File: src/rtl/pst_brain_core.sv
// Phase-synchrony attention core: per-gamma spike phases, pair coherence scoring, STDP weights,
// score predictor, and theta/delta majority voting with confidence/explore control.
module pst_brain_core #(
  parameter logic [7:0] THRESHOLD    = 8'd200,
  parameter logic [7:0] PHASE_TOL    = 8'd20,
  parameter logic [7:0] ETA_LTP      = 8'd4,
  parameter logic [7:0] ETA_LTD      = 8'd2,
  parameter logic [2:0] W_SHIFT      = 3'd3,
  parameter logic [7:0] DECAY_PERIOD = 8'd2,
  parameter logic [7:0] ERR_WIN      = 8'd3,
  parameter logic [7:0] ERR_THR      = 8'd5,
  parameter logic [7:0] SLOT_A_INIT  = 8'd0,
  parameter logic [7:0] SLOT_B_INIT  = 8'd213
) (
  input  logic       clk,
  input  logic       rst,
  input  logic [7:0] cur0,
  input  logic [7:0] cur1,
  input  logic [7:0] cur2,
  input  logic [7:0] cur3,
  output logic [7:0] phase0,
  output logic [7:0] phase1,
  output logic [7:0] phase2,
  output logic [7:0] phase3,
  output logic [2:0] winner,
  output logic [7:0] winner_score,
  output logic [7:0] winner_rel,
  output logic [7:0] w_ab,
  output logic [7:0] w_ac,
  output logic [7:0] w_ad,
  output logic [7:0] w_bc,
  output logic [7:0] w_bd,
  output logic [7:0] w_cd,
  output logic [7:0] seq_slot_A,
  output logic [7:0] seq_slot_B,
  output logic       seq_force_valid,
  output logic [7:0] seq_force_pred,
  output logic [7:0] pred_out,
  output logic [7:0] pred_err,
  output logic       reward_out,
  output logic [2:0] gamma_cnt,
  output logic [2:0] theta_cnt,
  output logic       theta_tick,
  output logic       episode_last,
  output logic [2:0] ep_winner,
  output logic [3:0] ep_strength,
  output logic       ep_valid,
  output logic       exploit_mode,
  output logic       explore_mode,
  output logic [1:0] confidence_level,
  output logic       err_explore,
  output logic       delta_tick,
  output logic [2:0] topic_winner,
  output logic [2:0] topic_strength,
  output logic       topic_valid
);

  localparam logic [7:0] PERIOD = (DECAY_PERIOD == 8'd0) ? 8'd1 : DECAY_PERIOD;

  logic [7:0]  r_cnt;
  logic [15:0] r_acc    [4];
  logic [3:0]  r_spiked;
  logic [7:0]  r_ph_cur [4];
  logic [7:0]  r_phase  [4];
  logic [7:0]  r_w      [6];
  logic [2:0]  r_winner;
  logic [7:0]  r_win_score, r_win_rel, r_slot_a, r_slot_b, r_pred, r_pred_err;
  logic        r_reward, r_err_explore;
  logic [1:0]  r_rew_run, r_force_left, r_conf;
  logic [7:0]  r_err_run, r_dcnt;
  logic [2:0]  r_gamma_cnt, r_theta_cnt;
  logic [3:0]  r_win_cnt [6];
  logic [2:0]  r_ep_cnt  [6];
  logic        r_theta_tick, r_delta_tick, r_ep_valid, r_topic_valid;
  logic [2:0]  r_ep_winner, r_topic_winner, r_topic_strength;
  logic [3:0]  r_ep_strength;

  logic [7:0]  w_cur [4];
  logic [15:0] w_acc_sum [4];
  logic [3:0]  w_spiked_eff, w_fire;
  logic [7:0]  w_ph_fin [4];
  logic        w_gamma_end, w_explore;

  assign w_cur[0]    = cur0;
  assign w_cur[1]    = cur1;
  assign w_cur[2]    = cur2;
  assign w_cur[3]    = cur3;
  assign w_gamma_end = (r_cnt == 8'd255);
  assign w_explore   = (r_conf <= 2'd1) | r_err_explore;

  // Accumulators restart at clock index 0; the phase includes a spike on the final clock.
  always_comb begin
    for (int c = 0; c < 4; c++) begin
      w_spiked_eff[c] = (r_cnt != 8'd0) && r_spiked[c];
      w_acc_sum[c]    = ((r_cnt == 8'd0) ? 16'd0 : r_acc[c]) + {8'd0, w_cur[c]};
      w_fire[c]       = !w_spiked_eff[c] && (w_acc_sum[c] >= {8'd0, THRESHOLD});
      if (w_spiked_eff[c])  w_ph_fin[c] = r_ph_cur[c];
      else if (w_fire[c])   w_ph_fin[c] = r_cnt;
      else                  w_ph_fin[c] = 8'd255;
    end
  end

  function automatic logic [1:0] pair_a(input int p);
    case (p)
      0, 1, 2: pair_a = 2'd0;
      3, 4:    pair_a = 2'd1;
      default: pair_a = 2'd2;
    endcase
  endfunction

  function automatic logic [1:0] pair_b(input int p);
    case (p)
      0:       pair_b = 2'd1;
      1, 3:    pair_b = 2'd2;
      default: pair_b = 2'd3;
    endcase
  endfunction

  logic [7:0] w_rel [6];
  logic [7:0] w_score [6];
  logic [5:0] w_coh;
  logic [7:0] v_a, v_b, v_diff;
  logic [2:0] v_bias;
  logic [9:0] v_sum;
  logic       v_valid;

  always_comb begin
    v_a = '0; v_b = '0; v_diff = '0; v_bias = '0; v_sum = '0; v_valid = 1'b0;
    w_coh = '0;
    for (int p = 0; p < 6; p++) begin
      v_a      = w_ph_fin[pair_a(p)];
      v_b      = w_ph_fin[pair_b(p)];
      v_diff   = (v_a > v_b) ? (v_a - v_b) : (v_b - v_a);
      v_valid  = (v_a != 8'd255) && (v_b != 8'd255);
      w_rel[p] = v_valid ? (8'd255 - v_diff) : 8'd0;
      w_coh[p] = v_valid && (v_diff <= PHASE_TOL);
      v_bias   = ((!w_explore && r_ep_valid && r_ep_winner == 3'(p)) ? 3'd4 : 3'd0) +
                 ((!w_explore && r_topic_valid && r_topic_winner == 3'(p)) ? 3'd2 : 3'd0);
      v_sum    = 10'(w_rel[p] >> 1) + 10'(r_w[p] >> W_SHIFT) + 10'(v_bias);
      w_score[p] = (v_sum > 10'd255) ? 8'd255 : v_sum[7:0];
    end
  end

  logic [2:0] w_winner;
  logic [7:0] w_best, w_best_rel;

  always_comb begin
    w_winner   = 3'd0;
    w_best     = w_score[0];
    w_best_rel = w_rel[0];
    for (int p = 1; p < 6; p++) begin
      if (w_score[p] > w_best) begin
        w_winner   = 3'(p);
        w_best     = w_score[p];
        w_best_rel = w_rel[p];
      end
    end
  end

  logic [7:0] w_pred, w_err, w_err_run;
  logic       w_reward, w_hi_err, w_decay_now;
  logic [1:0] w_rew_run;

  always_comb begin
    if (r_winner == 3'd0)      w_pred = r_slot_a;
    else if (r_winner == 3'd5) w_pred = r_slot_b;
    else                       w_pred = r_win_score;
    w_err       = (w_best > w_pred) ? (w_best - w_pred) : (w_pred - w_best);
    w_reward    = (w_err < ERR_THR);
    w_hi_err    = (w_err > ERR_THR);
    w_rew_run   = !w_reward ? 2'd0 : ((r_rew_run == 2'd2) ? 2'd2 : r_rew_run + 2'd1);
    w_err_run   = !w_hi_err ? 8'd0 : ((r_err_run == 8'd255) ? 8'd255 : r_err_run + 8'd1);
    w_decay_now = (r_dcnt >= PERIOD - 8'd1);
  end

  logic [7:0] w_w_next [6];
  logic [8:0] v_inc;

  always_comb begin
    v_inc = '0;
    for (int p = 0; p < 6; p++) begin
      w_w_next[p] = r_w[p];
      v_inc       = {1'b0, r_w[p]} + {1'b0, ETA_LTP};
      if (w_winner == 3'(p)) begin
        if (w_coh[p]) w_w_next[p] = (v_inc > 9'd240) ? 8'd240 : v_inc[7:0];
      end else if (w_decay_now) begin
        w_w_next[p] = (r_w[p] > ETA_LTD) ? (r_w[p] - ETA_LTD) : 8'd0;
      end
    end
  end

  // Theta vote over winners (including this gamma) and delta vote over episode winners.
  logic [3:0] w_win_cnt_new [6];
  logic [2:0] w_ep_cnt_new  [6];
  logic [2:0] w_ep_win, w_topic_win, w_topic_str;
  logic [3:0] w_ep_str;
  logic [1:0] w_conf_new;

  always_comb begin
    for (int p = 0; p < 6; p++)
      w_win_cnt_new[p] = r_win_cnt[p] + ((w_winner == 3'(p)) ? 4'd1 : 4'd0);
    w_ep_win = 3'd0;
    w_ep_str = w_win_cnt_new[0];
    for (int p = 1; p < 6; p++)
      if (w_win_cnt_new[p] > w_ep_str) begin
        w_ep_win = 3'(p);
        w_ep_str = w_win_cnt_new[p];
      end
    for (int p = 0; p < 6; p++)
      w_ep_cnt_new[p] = r_ep_cnt[p] + ((w_ep_win == 3'(p)) ? 3'd1 : 3'd0);
    w_topic_win = 3'd0;
    w_topic_str = w_ep_cnt_new[0];
    for (int p = 1; p < 6; p++)
      if (w_ep_cnt_new[p] > w_topic_str) begin
        w_topic_win = 3'(p);
        w_topic_str = w_ep_cnt_new[p];
      end
    w_conf_new = r_conf;
    if (w_ep_str >= 4'd7)      w_conf_new = (r_conf == 2'd3) ? 2'd3 : r_conf + 2'd1;
    else if (w_ep_str <= 4'd5) w_conf_new = (r_conf == 2'd0) ? 2'd0 : r_conf - 2'd1;
  end

  always_ff @(posedge clk or posedge rst) begin
    if (rst) begin
      r_cnt <= '0; r_spiked <= '0;
      for (int c = 0; c < 4; c++) begin
        r_acc[c] <= '0; r_ph_cur[c] <= '0; r_phase[c] <= 8'd255;
      end
      for (int p = 0; p < 6; p++) begin
        r_w[p] <= 8'd128; r_win_cnt[p] <= '0; r_ep_cnt[p] <= '0;
      end
      r_winner <= '0; r_win_score <= '0; r_win_rel <= '0;
      r_slot_a <= SLOT_A_INIT; r_slot_b <= SLOT_B_INIT;
      r_pred <= '0; r_pred_err <= '0; r_reward <= 1'b0;
      r_rew_run <= '0; r_force_left <= '0; r_err_run <= '0; r_err_explore <= 1'b0;
      r_dcnt <= '0; r_gamma_cnt <= '0; r_theta_cnt <= '0; r_conf <= 2'd2;
      r_theta_tick <= 1'b0; r_delta_tick <= 1'b0; r_ep_valid <= 1'b0; r_topic_valid <= 1'b0;
      r_ep_winner <= '0; r_ep_strength <= '0; r_topic_winner <= '0; r_topic_strength <= '0;
    end else begin
      r_cnt        <= r_cnt + 8'd1;
      r_theta_tick <= 1'b0;
      r_delta_tick <= 1'b0;
      for (int c = 0; c < 4; c++) begin
        r_acc[c]    <= w_acc_sum[c];
        r_spiked[c] <= w_spiked_eff[c] | w_fire[c];
        if (w_fire[c]) r_ph_cur[c] <= r_cnt;
      end
      if (w_gamma_end) begin
        for (int c = 0; c < 4; c++) r_phase[c] <= w_ph_fin[c];
        for (int p = 0; p < 6; p++) r_w[p] <= w_w_next[p];
        r_winner    <= w_winner;
        r_win_score <= w_best;
        r_win_rel   <= w_best_rel;
        r_slot_a    <= w_score[0];
        r_slot_b    <= w_score[5];
        r_pred      <= w_pred;
        r_pred_err  <= w_err;
        r_reward    <= w_reward;
        r_rew_run   <= w_rew_run;
        if (w_rew_run == 2'd2)         r_force_left <= 2'd2;
        else if (r_force_left != 2'd0) r_force_left <= r_force_left - 2'd1;
        r_err_run <= w_err_run;
        if (w_reward)                    r_err_explore <= 1'b0;
        else if (w_err_run >= ERR_WIN)   r_err_explore <= 1'b1;
        r_dcnt      <= w_decay_now ? 8'd0 : r_dcnt + 8'd1;
        r_gamma_cnt <= r_gamma_cnt + 3'd1;
        if (r_gamma_cnt == 3'd7) begin
          for (int p = 0; p < 6; p++) r_win_cnt[p] <= '0;
          r_ep_winner   <= w_ep_win;
          r_ep_strength <= w_ep_str;
          r_ep_valid    <= 1'b1;
          r_conf        <= w_conf_new;
          r_theta_tick  <= 1'b1;
          if (r_theta_cnt == 3'd4) begin
            r_theta_cnt <= '0;
            for (int p = 0; p < 6; p++) r_ep_cnt[p] <= '0;
            r_topic_winner   <= w_topic_win;
            r_topic_strength <= w_topic_str;
            r_topic_valid    <= 1'b1;
            r_delta_tick     <= 1'b1;
          end else begin
            r_theta_cnt <= r_theta_cnt + 3'd1;
            for (int p = 0; p < 6; p++) r_ep_cnt[p] <= w_ep_cnt_new[p];
          end
        end else begin
          for (int p = 0; p < 6; p++) r_win_cnt[p] <= w_win_cnt_new[p];
        end
      end
    end
  end

  assign phase0 = r_phase[0];
  assign phase1 = r_phase[1];
  assign phase2 = r_phase[2];
  assign phase3 = r_phase[3];
  assign winner = r_winner;
  assign winner_score = r_win_score;
  assign winner_rel   = r_win_rel;
  assign w_ab = r_w[0];
  assign w_ac = r_w[1];
  assign w_ad = r_w[2];
  assign w_bc = r_w[3];
  assign w_bd = r_w[4];
  assign w_cd = r_w[5];
  assign seq_slot_A      = r_slot_a;
  assign seq_slot_B      = r_slot_b;
  assign seq_force_valid = (r_force_left != 2'd0);
  assign seq_force_pred  = seq_force_valid ? r_pred : 8'd0;
  assign pred_out        = r_pred;
  assign pred_err        = r_pred_err;
  assign reward_out      = r_reward;
  assign gamma_cnt       = r_gamma_cnt;
  assign theta_cnt       = r_theta_cnt;
  assign theta_tick      = r_theta_tick;
  assign episode_last    = (r_gamma_cnt == 3'd7);
  assign ep_winner       = r_ep_winner;
  assign ep_strength     = r_ep_strength;
  assign ep_valid        = r_ep_valid;
  assign exploit_mode    = (r_conf == 2'd3);
  assign explore_mode    = w_explore;
  assign confidence_level = r_conf;
  assign err_explore     = r_err_explore;
  assign delta_tick      = r_delta_tick;
  assign topic_winner    = r_topic_winner;
  assign topic_strength  = r_topic_strength;
  assign topic_valid     = r_topic_valid;

endmodule

File: config.mk
export PLATFORM = sky130hd
export DESIGN_NAME = pst_brain_core
export DESIGN_NICKNAME = d
export VERILOG_FILES = /design/src/rtl/pst_brain_core.sv
export SDC_FILE = /design/constraint.sdc
export NUM_CORES = 2
export LEC_CHECK = 0
export ABC_AREA = 1
export CAP_MARGIN = 10
export CORE_ASPECT_RATIO = 1.25
export CORE_MARGIN = 2
export CORE_UTILIZATION = 65
export DETAILED_ROUTE_END_ITERATION = 8
export PLACE_DENSITY = 0.87
export SYNTH_ARGS = -nofsm -noshare
export SYNTH_HDL_FRONTEND = slang
export SYNTH_SLANG_ARGS = --single-unit
File: constraint.sdc
create_clock -name clk -period 53.1 [get_ports clk]
set_input_delay 7.965 -clock clk [delete_from_list [all_inputs] [get_ports clk]]
set_output_delay 7.965 -clock clk [all_outputs]
set_load 0.005 [all_outputs]
Word-level counts from Yosys, hierarchy flattened
Index checks and enable logic that the tools add are counted.
{ "op_classes": {"n_lt_le_gt_ge": 57, "add_sub_neg": 75, "n_reduce_logical": 68, "n_bitwise": 5, "mux": 144, "eq_ne": 38} }
{ "ops": {"columns": ["cell", "n"], "rows": [
  ["$mux W8", 73],
  ["$sub A8 B8 Y8", 14],
  ["$gt A9 B8 Y1 const B", 12],
  ["$gt A8 B8 Y1", 12],
  ["$mux W3", 22],
  ["$add A16 B8 Y16", 4],
  ["$ge A16 B8 Y1 const B", 4],
  ["$mux W16", 4],
  ["$add A8 B3 Y9", 6],
  ["$add A8 B3 Y9 const B", 6],
  ["$add A7 B5 Y8", 6],
  ["$gt A8 B2 Y1 const B", 6],
  ["$le A8 B5 Y1 const B", 6],
  ["$sub A8 B2 Y8 const B", 6],
  ["$sub A8 B8 Y8 const A", 6],
  ["$logic_and A1 B1 Y1", 34],
  ["$eq A3 B3 Y1 const B", 11],
  ["$mux W2", 16],
  ["$ne A8 B8 Y1 const B", 4],
  ["$add A4 B1 Y4", 6],
  ["$add A8 B1 Y8 const B", 3],
  ["$eq A3 B2 Y1 const B", 8],
  ["$mux W24", 1],
  ["$reduce_and A3 Y1", 8],
  ["other kinds (29)", 109]
]} }
{ "word_totals": {"register_bits": 328, "out_inout_bits": 170, "wordCells": 443, "inputBits": 34} }

Longest topological paths before layout
{ "depth": {"word_depth": 51, "mapped_depth": 191} }

Least setup slack after synthesis
OpenSTA, ideal clock, no wires.
{ "synth_path": {"path_type": "input-to-reg", "start": "input cur1[0]", "end": "register r_topic_winner[1], in the netlist topic_winner[1]", "cell_stages": 160, "path_buffers": 5, "setup_ps": 83, "required_ps": 53017, "arrival_time_ps": 30056, "path_slack_ps": 22961, "cell_sequence": "ha_1 fa_1 nand3_1 nand2_1 nand2_1 nand3_1 nand2_1 nor2_2 xnor2_1 nand3_1 nor2_2 nand2_4 nand2_2 o22ai_1 inv_1 ha_1 fa_1 o21ai_0 (+124 left out) inv_1 a31oi_1 inv_1 o21ai_0 ha_1 a31oi_1 a21boi_0 inv_1 nand2_1 o21ai_0 ha_1 nand2_1 o21ai_0 o21ai_1 nand3_1 inv_1 o21ai_0 o21ai_0"} }
{ "synth_rtl": {"columns": ["item", "line", "source"], "rows": [
  ["from (decl)", "18", "input logic [7:0] cur1,"],
  ["to (signal assigned)", "277", "r_topic_winner <= w_topic_win;"],
  ["to (decl)", "75", "logic [2:0] r_ep_winner, r_topic_winner, r_topic_strength;"]
]} }

==> results.sh <==
export IMPL_run_status="complete, no violations"
export IMPL_fin_tns_setup_ps=0
export IMPL_yosysTopAreaCellShare_pct=25.2
export IMPL_regToRegSetupSlack_ps=24340
export IMPL_cts_buffer_depth=3
export IMPL_gp_congestion=1.00
export IMPL_wire_per_inst_um=17.0
export IMPL_fin_util_pct=74.6
export IMPL_syn_avg_cell_area_um2=7.25
export IMPL_path_max_fanout=24
export IMPL_globalRouteTotalUtil_pct=35.0
export IMPL_rsz0062_at_grt="false"
export IMPL_overflow=0
export IMPL_die_area_um2=44200
export IMPL_arrival_ps=35300
export IMPL_rows=84
export IMPL_crit_slowest_cell="o22ai_1"
export IMPL_cts_hold_buf=0
export IMPL_path_clk_slew_ps=60
export IMPL_grt_max_degree=134
export IMPL_ant_nets=0
export IMPL_finalCritPeriodShare_pct=65.6
export IMPL_hold_path_startpoint="seq_slot_B[2]"
export IMPL_core_area_um2=42000
export IMPL_cts_made_buffers=37
export IMPL_synth_edf_count=0
export IMPL_die_width_um=188
export IMPL_dr_first_iter_drc_count=1948
export IMPL_drc=0
export IMPL_cts_root_buffer_cell="clkbuf_16"
export IMPL_yosysWarnings=0
export IMPL_pre_cts_slack_ps=18470
export IMPL_grt_pass1_wl_mm=125
export IMPL_ios=204
export IMPL_syn_to_final_growth_pct=13.5
export IMPL_dpl_hpwl_mm=58.8
export IMPL_n_fill_cell=3314
export IMPL_start_kind="input pin"
export IMPL_yosysMostFrequentCell="nand2_1"
export IMPL_cts_setup_buffers=0
export IMPL_grt_use_met3_pct=5.61
export IMPL_hold_class="reg -> reg"
export IMPL_cts_tree="done"
export IMPL_initial_core_util_pct=65.7
export IMPL_ys_ff_latch=322
export IMPL_cts_sinks=322
export IMPL_busiest_layer="met2"
export IMPL_critPathMostFrequentCell="nand2_1"
export IMPL_holdPathStages=2
export IMPL_syn_cell_area_um2=27600
export IMPL_port_buffer_count=197
export IMPL_routed_wl_mm=77.3
export IMPL_grt_pass1_vias=25400
export IMPL_hold_viol=0
export IMPL_setup_viol=0
export IMPL_hold_end="seq_slot_B[2]"
export IMPL_nets=4349
export IMPL_rr_endpoint="topic_winner[1]"
export IMPL_yosys_area_top_type="dfrtp_1"
export IMPL_dieHeight_um=234
export IMPL_antenna_found_initial=1
export IMPL_synthesis_instances=3809
export IMPL_synth_cell_types=68
export IMPL_use_met2_pct=60.8
export IMPL_grt_util_met1_pct=42.2
export IMPL_fin_worst_skew_ps=15.9
export IMPL_yosys_top_cells_count="928 x nand2_1, 552 x inv_1, 315 x o21ai_0"
export IMPL_post_route_min_period_ps=34840
export IMPL_slew_violations=0
export IMPL_cap_violations=0
export IMPL_post_cts_resized=0
export IMPL_antennaDiodeCount=0
export IMPL_async_reset_ff_share_pct=100
export IMPL_tightest_slew_ps=1190
export IMPL_slowest_delay_ps=610
export IMPL_crit_type="in -> reg"
export IMPL_fmax_mhz=28.7
export IMPL_hold_ws_ps=479
export IMPL_detail_route_first_pass_iterations=8
export IMPL_htreeDepth=2
export IMPL_r2r_start="r_cnt[0]"
export IMPL_clk_latency_ps=560
export IMPL_layout_setup_ws_ps=18260
export IMPL_vias=26300
export IMPL_rr_worst_depth=167
export IMPL_synth_flop_cell="dfrtp_1"
export IMPL_ys_top_cells_by_area="dfrtp_1 25%, ha_1 14%, nand2_1 13%"
export IMPL_timing_slew_headroom_pct=19.9
export IMPL_vias_per_cell=5.77
export IMPL_crit_required_ps=53560
export IMPL_drive_gt1_share_pct=6.42
export IMPL_synth_seq_area_share_pct=29.4
export IMPL_endpoint_kind="flop"
[metrics by stage]
stage	cell area, um^2	instances
after global routing	31300	4561
after floorplan	27600	3814
after global placement	30000	4493
after detailed placement	30000	4493
final	31300	4561
after CTS	31300	4561
[area by class of cell]
cell class,count,area [um^2],share of cell area [%]
multi-input combinational,2829,17000,54.2
clock buffer,56,1150,3.67
inverter,571,2150,6.86
clock inverter,12,153,0.487
timing repair buffer,212,2080,6.65
tap,559,699,2.23
sequential,322,8110,25.9
[worst max-delay path by stage]
stage,from,to,slack [ps],cells after the start
floorplan,cur1[0],topic_winner[1],22960,160
global placement,cur1[0],topic_winner[1],19040,162
detailed placement,cur1[2],topic_winner[0],18470,162
CTS,cur1[2],topic_winner[1],18790,162
global route,cur1[2],topic_winner[1],15260,163
finish,cur1[2],topic_winner[1],18260,162
[state kept, by name, summed over array words and instances (netlist names), 18 cells and up]
signal / flops
r_win_cnt: 24
r_ep_cnt: 18
r_ph_cur: 32
r_acc: 64
[kinds of logic (layout without fill, tap and decap cells)]
group | Yosys count | count (layout) | synth area share (%)
xor gates and xnor gates | 170 | 170 | 5.39
other | 1 | 6 | 0.0136
AOI/OAI and AO/OA | 671 | 671 | 13.7
adders and majority gates | 342 | 342 | 16.3
and+or+nand+nor | 1625 | 1625 | 25.5
buffers and inverters | 663 | 851 | 9.25
DFF | 322 | 322 | 29.4
muxes | 15 | 15 | 0.566
[cell usage in the layout, fill, tap and decap left out, types with 33 or more instances in the layout]
master             n
o21ai_0          315
clkdlybuf4s50_1  197
nand4_1           34
clkbuf_16         39
inv_1            550
nand3_1          246
xor2_1           139
a21oi_1          184
nor3_1            33
dfrtp_1          278
nand2_1          928
ha_1             312
dfstp_2           44
nor2_1           249
[worst max-delay path: cells and delay by family]
| kind | cells | cell delay [ps] |
|---|---|---|
| adders and majority gates | 24 | 7290 |
| and+or+nand+nor | 76 | 10140 |
| xor gates and xnor gates | 3 | 640 |
| AOI/OAI and AO/OA | 35 | 6040 |
| buffers and inverters | 24 | 3220 |
[routing by layer]
| layer | wire length (um) | vias to the layer above |
|---|---|---|
| met5 | 15 | - |
| met1 | 30500 | 12300 |
| li1 | - | 12700 |
| met2 | 37100 | 1063 |
| met3 | 5400 | 281 |
| met4 | 4310 | 2 |
Power is not shown: default switching activity piles up to over one toggle a cycle in this logic, so the estimate is an artifact.
